===== src/rtl/buf_ser_pkg.sv =====
// Shared definitions for the buffered serializer.
//   BUF_SER_DEPTH / BUF_SER_WIDTH : default buffer geometry
//   buf_ser_state_e               : serializer control states
package buf_ser_pkg;

    localparam int BUF_SER_DEPTH = 32;
    localparam int BUF_SER_WIDTH = 8;

    typedef enum logic [1:0] {
        IDLE  = 2'd0,
        LOAD  = 2'd1,
        SHIFT = 2'd2,
        DONE  = 2'd3
    } buf_ser_state_e;

endpackage


===== src/rtl/buf_ser_mem.sv =====
// Entry storage for the serializer: one write port, one registered read port.
// A read and a write to the same address on the same edge return the old data.
//   clk     : clock
//   wr_en   : write strobe
//   wr_addr : write address
//   wr_data : write data
//   rd_addr : read address, sampled every rising edge
//   rd_data : registered read data (contents before that edge's write)
module buf_ser_mem #(
    parameter int DEPTH = 32,
    parameter int WIDTH = 8
) (
    input  logic                     clk,
    input  logic                     wr_en,
    input  logic [$clog2(DEPTH)-1:0] wr_addr,
    input  logic [WIDTH-1:0]         wr_data,
    input  logic [$clog2(DEPTH)-1:0] rd_addr,
    output logic [WIDTH-1:0]         rd_data
);

    logic [WIDTH-1:0] mem_q [DEPTH];
    logic [WIDTH-1:0] rd_data_q;

    // Contents are deliberately not reset so they survive an aborted run.
    always_ff @(posedge clk) begin
        rd_data_q <= mem_q[rd_addr];
        if (wr_en) begin
            mem_q[wr_addr] <= wr_data;
        end
    end

    assign rd_data = rd_data_q;

endmodule


===== src/rtl/buf_serializer.sv =====
// Serializes buffer entries 0..len-1, LSB first, one bit per cycle, with no
// gap between entries.
//   clk, rst_n                  : clock, async active-low reset
//   wr_en, wr_addr, wr_data     : buffer write port (usable in any state)
//   start, len                  : kick off a run of len entries (1..DEPTH)
//   busy                        : run in progress (LOAD, SHIFT, DONE)
//   sout, sout_valid            : serial bit and its qualifier
//   done                        : one-cycle pulse after the last bit
module buf_serializer
    import buf_ser_pkg::*;
#(
    parameter int DEPTH = BUF_SER_DEPTH,
    parameter int WIDTH = BUF_SER_WIDTH
) (
    input  logic                     clk,
    input  logic                     rst_n,
    input  logic                     wr_en,
    input  logic [$clog2(DEPTH)-1:0] wr_addr,
    input  logic [WIDTH-1:0]         wr_data,
    input  logic                     start,
    input  logic [$clog2(DEPTH):0]   len,
    output logic                     busy,
    output logic                     sout,
    output logic                     sout_valid,
    output logic                     done
);

    localparam int AW = $clog2(DEPTH);
    localparam int BW = (WIDTH > 1) ? $clog2(WIDTH) : 1;
    localparam logic [AW:0]   LEN_MAX  = (AW+1)'(DEPTH);
    localparam logic [BW-1:0] CNT_LAST = BW'(WIDTH - 1);

    buf_ser_state_e   state_q, state_d;
    logic [AW-1:0]    ptr_q, ptr_d;
    logic [AW:0]      len_q, len_d;
    logic [BW-1:0]    cnt_q, cnt_d;
    logic [WIDTH-1:0] shift_q, shift_d;
    logic             byp_vld_q, byp_vld_d;
    logic [WIDTH-1:0] byp_data_q, byp_data_d;

    logic [AW-1:0]    rd_addr;
    logic [WIDTH-1:0] rd_data;
    logic [WIDTH-1:0] load_data;
    logic [AW:0]      nxt_idx;
    logic             last_entry;

    buf_ser_mem #(.DEPTH(DEPTH), .WIDTH(WIDTH)) u_mem (
        .clk     (clk),
        .wr_en   (wr_en),
        .wr_addr (wr_addr),
        .wr_data (wr_data),
        .rd_addr (rd_addr),
        .rd_data (rd_data)
    );

    // The memory re-reads the next entry every cycle, so rd_data lags the
    // array by one write. A write that landed on the same edge as that read
    // is forwarded here, which makes the loaded value equal to the contents
    // at the start of the load cycle; a write in the load cycle itself is
    // not seen (read-before-write).
    assign load_data  = byp_vld_q ? byp_data_q : rd_data;
    assign last_entry = (({1'b0, ptr_q} + (AW+1)'(1)) == len_q);

    always_comb begin
        state_d    = state_q;
        ptr_d      = ptr_q;
        len_d      = len_q;
        cnt_d      = cnt_q;
        shift_d    = shift_q;
        busy       = 1'b0;
        sout       = 1'b0;
        sout_valid = 1'b0;
        done       = 1'b0;
        case (state_q)
            IDLE: begin
                if (start && (len != '0) && (len <= LEN_MAX)) begin
                    state_d = LOAD;
                    len_d   = len;
                    ptr_d   = '0;
                end
            end
            LOAD: begin
                busy    = 1'b1;
                shift_d = load_data;
                cnt_d   = '0;
                state_d = SHIFT;
            end
            SHIFT: begin
                busy       = 1'b1;
                sout_valid = 1'b1;
                sout       = shift_q[0];
                shift_d    = shift_q >> 1;
                cnt_d      = cnt_q + BW'(1);
                if (cnt_q == CNT_LAST) begin
                    cnt_d = '0;
                    if (last_entry) begin
                        state_d = DONE;
                    end else begin
                        // Next entry goes straight in: no gap cycle.
                        ptr_d   = ptr_q + AW'(1);
                        shift_d = load_data;
                    end
                end
            end
            DONE: begin
                busy    = 1'b1;
                done    = 1'b1;
                state_d = IDLE;
            end
            default: state_d = IDLE;
        endcase
    end

    // Read address tracks the entry after the one that will be in the shift
    // register next cycle; entry 0 while idle or about to load.
    always_comb begin
        nxt_idx = {1'b0, ptr_d} + (AW+1)'(1);
        rd_addr = '0;
        if (!(state_d inside {IDLE, LOAD}) && (nxt_idx < LEN_MAX)) begin
            rd_addr = nxt_idx[AW-1:0];
        end
        byp_vld_d  = wr_en && (wr_addr == rd_addr);
        byp_data_d = wr_data;
    end

    always_ff @(posedge clk or negedge rst_n) begin
        if (!rst_n) begin
            state_q    <= IDLE;
            ptr_q      <= '0;
            len_q      <= '0;
            cnt_q      <= '0;
            shift_q    <= '0;
            byp_vld_q  <= 1'b0;
            byp_data_q <= '0;
        end else begin
            state_q    <= state_d;
            ptr_q      <= ptr_d;
            len_q      <= len_d;
            cnt_q      <= cnt_d;
            shift_q    <= shift_d;
            byp_vld_q  <= byp_vld_d;
            byp_data_q <= byp_data_d;
        end
    end

endmodule


===== config.mk =====
export PLATFORM = sky130hd
export DESIGN_NAME = buf_serializer
export DESIGN_NICKNAME = d
export VERILOG_FILES = /design/src/rtl/buf_ser_pkg.sv /design/src/rtl/buf_ser_mem.sv /design/src/rtl/buf_serializer.sv
export SDC_FILE = /design/constraint.sdc
export NUM_CORES = 1
export LEC_CHECK = 0
export ABC_AREA = 1
export BUFFER_PORTS_ARGS = -buffer_cell sky130_fd_sc_hd__buf_4
export CAP_MARGIN = 15
export CORE_MARGIN = 1.5
export CORE_UTILIZATION = 39
export CTS_CLUSTER_DIAMETER = 60
export DETAILED_ROUTE_END_ITERATION = 10
export HOLD_SLACK_MARGIN = 0.08
export PLACE_DENSITY = 0.53
export SYNTH_ARGS = -nofsm -noshare
export SYNTH_HDL_FRONTEND = slang
export SYNTH_SLANG_ARGS = --single-unit
export TNS_END_PERCENT = 50

===== constraint.sdc =====
create_clock -name clk -period 4.4 [get_ports clk]
set_input_delay 0.88 -clock clk [delete_from_list [all_inputs] [get_ports clk]]
set_output_delay 0.88 -clock clk [all_outputs]
set_load 0.01 [all_outputs]

==> flow_summary.toml <==
[status]
run_status = "finished clean"

[placed_design]
placedCellCount = 1691
postPlaceCellArea_um2 = 13800
io_buffers = 26
place_congestion = 0.812
dp_hpwl_um = 20200

[setup_path]
cp_max_fo = 33
cp-start-kind = "register"
path_delay_family = "simple AND/OR/NAND/NOR gates"
crit_slowest_cell = "dfrtp_1"
cp.buffers_inverters = 3
cp_common_cell = "nand2_1"
r2r_slack_ns = 0.79
worst_path_largest_cell_delay_ns = 0.44
required_ns = 4.86
critPathArrivalTime_ns = 4.07
crit_path_cell_trace = "ha_1 > inv_1 > nand2_1 > nand2_1 > nor2_1 > nand3_1 > nor2_2 > nand3_4 > nand2_4 > nand2_2 > nand3_2 > nand2_4 > inv_2 > ha_2 > inv_1 > nand2_1 > nand2_1 > nand3b_4 > nand3_1 > nand3_1 > nand2_1 > nand2_1 > nand2_1"
end_kind = "register"
crit_type = "register to register"

[layout]
drive_gt1_frac = 0.0904
fin_area_um2 = 14900
final_cells = 1754
area_delta_synth_final_pct = 12.0
nets = 1311
antenna_cells = 0
mostFrequentLayoutCell = "nand2_1"
seqCellArea_um2 = 8670
fillerInstances = 3191
multi_input_area_um2 = 4040
layout_common_cells = "nand2_1, nand3_1, edfxtp_1"

[route]
viasPerCell = 5.36
drt_iter0_drc = 1088
vias = 9404
ant_nets = 0
drc_errors = 0
wire_per_inst_um = 20.1
first_pass_iters = 5
wl_um = 35200

[hold_path]
min_path_type = "primary input to async pin"

[sta]
finalCritPeriodShare = 0.820
finalHoldViolations = 0
tns_ns = 0
fin_crit_ns = 3.61
rsz0062_at_grt = "false"
setup_viol = 0
fmax_ghz = 0.277
fin_worst_skew_ns = 0.0210
max_slew.worst_pin.slew_ns = 0.858
final_max_slew_viol_count = 0
relSlewSlack = 0.426

[grt]
grt_use_total = 0.201
antenna_found_initial = 0
grt_max_degree = 130
grt_pass1_vias = 8943
grt_first_pass_wirelength_um = 54500
grt_remaining_overflow = 0

[synthesis]
ys_seq_area_frac = 0.651
synth_top_cell_area_share = 0.577
synthMuxAreaShare = 0.000752
avgSynthCellArea_um2 = 10.3
yosys.area_share.simple = 0.275
yosysTopAreaCell = "edfxtp_1"
synth.area.top_cells = "edfxtp_1, nand2_1, nand3_1"
netlist_area_um2 = 13300
synth-compound-area-share = 0.0159
synth_xor_area_frac = 0.00329
ys_warn_count = 0
synth_top_family_by_area = "simple AND/OR/NAND/NOR gates"
syn_nets = 1319
synth_fa_ha_area_frac = 0.00658
ys_ff_latch = 297
ys_types = 33
synthCells = 1289

[clock_network]
post_cts_buffers = 0
path_clk_slew_ns = 0.06
cts_root_buf = "clkbuf_16"
cts_tree = "done"
ctsResizeCount = 0
clock_latency_ns = 0.52
htree_levels = 2
cts_sinks = 297
cts_buffers = 36
clk_path_buf_depth = 3
cts_hold_buf = 0

[floorplan]
start_util = 0.397
die_w_um = 188
dieHeight_um = 188
io_pins = 27
rows = 67
core_area_um2 = 33500
die_area_um2 = 35300

[pwr]
ir_drop_mv = 0.193
power_density_nw_per_um2 = 404
leakage_uw = 0.00578

[job]
maxCapViolations = 0
[Yosys cell counts, drive strengths merged]
cell         count
xor2             5
o21a             2
mux2i            1
dfrtp           33
o211ai           8
edfxtp         256
nor3             2
dlygate4sd1      1
a21oi            4
nand2          414
inv             46
nand3          262
o21ai           22
nor2            61
clkbuf          26
nand4           69
nand3b           2
dfxtp            8
clkinv           1
o22ai            1
ha               7
buf             58
[metrics by stage]
step / util / total power (uW) / worst slack (ns) / hold WS, ns
2_1_floorplan: - / 3200 / 1.41 / 0.457
6_report: 0.445 / 6020 / 0.791 / 0.318
4_1_cts: 0.445 / 6080 / 0.749 / 0.314
3_3_place_gp: 0.411 / 3290 / 0.813 / 0.471
3_5_place_dp: 0.411 / 3290 / 0.785 / 0.478
5_1_grt: 0.445 / 6200 / 0.402 / 0.340
[worst register-to-register path, stage by stage, from the launching register on]
cell and delay [ns]:
dfrtp_1 0.44, ha_1 0.33, inv_1 0.05, nand2_1 0.05, nand2_1 0.05, nor2_1 0.09
nand3_1 0.09, nor2_2 0.13, nand3_4 0.13, nand2_4 0.11, nand2_2 0.19, nand3_2 0.15
nand2_4 0.11, inv_2 0.13, ha_2 0.20, inv_1 0.04, nand2_1 0.05, nand2_1 0.10
nand3b_4 0.45, nand3_1 0.25, nand3_1 0.16, nand2_1 0.10, nand2_1 0.07, nand2_1 0.09
[sequential cells by signal, indices dropped and copies added, names as in the netlist]
signal and flops:
byp_vld_q 1, state_q 2, len_q 6, ptr_q 5
shift_q 8, u_mem.mem_q 256, byp_data_q 8, cnt_q 3
u_mem.rd_data 8
[report_power, final]
group / internal [uW] / switching, uW / total (uW)
clock network: 1630 / 1150 / 2780
registers: 3100 / 9.10 / 3100
logic: 28.1 / 102 / 130
[worst paths after layout]
kind / from / endpoint / depth (start not counted)
worst min-delay path: rst_n / cnt_q[1] / 1
max in group asynchronous: rst_n / byp_data_q[5] / 1
worst min register to register: cnt_q[0] / cnt_q[0] / 1
worst max-delay path: ptr_q[0] / u_mem.rd_data[6] / 23
min in group clk: cnt_q[0] / cnt_q[0] / 1
worst max register to register: ptr_q[0] / u_mem.rd_data[6] / 23
[per-layer routing]
layer	share of wire	vias up	GRT usage
li1	-	4489	-
met1	0.46	4556	0.297
met2	0.46	304	0.309
met3	0.056	55	0.0270
met4	0.024	0	0.0582
met5	0	-	0
[area by class of cell]
type / count / share of cell area
Clock buffer: 39 / 0.0640
Inverter: 47 / 0.0118
Sequential cell: 297 / 0.582
Multi-Input combinational cell: 860 / 0.271
Timing Repair Buffer: 39 / 0.0230
Clock inverter: 24 / 0.0111
Tap cell: 448 / 0.0376
[kinds of logic after synthesis]
kind of cell	Yosys count
AOI/OAI and AO/OA	37
xor gates and xnor gates	5
adders and majority gates	7
buffers and inverters	132
DFF	297
muxes	1
and+or+nand+nor	810
Power figures use the tool's default switching activity.
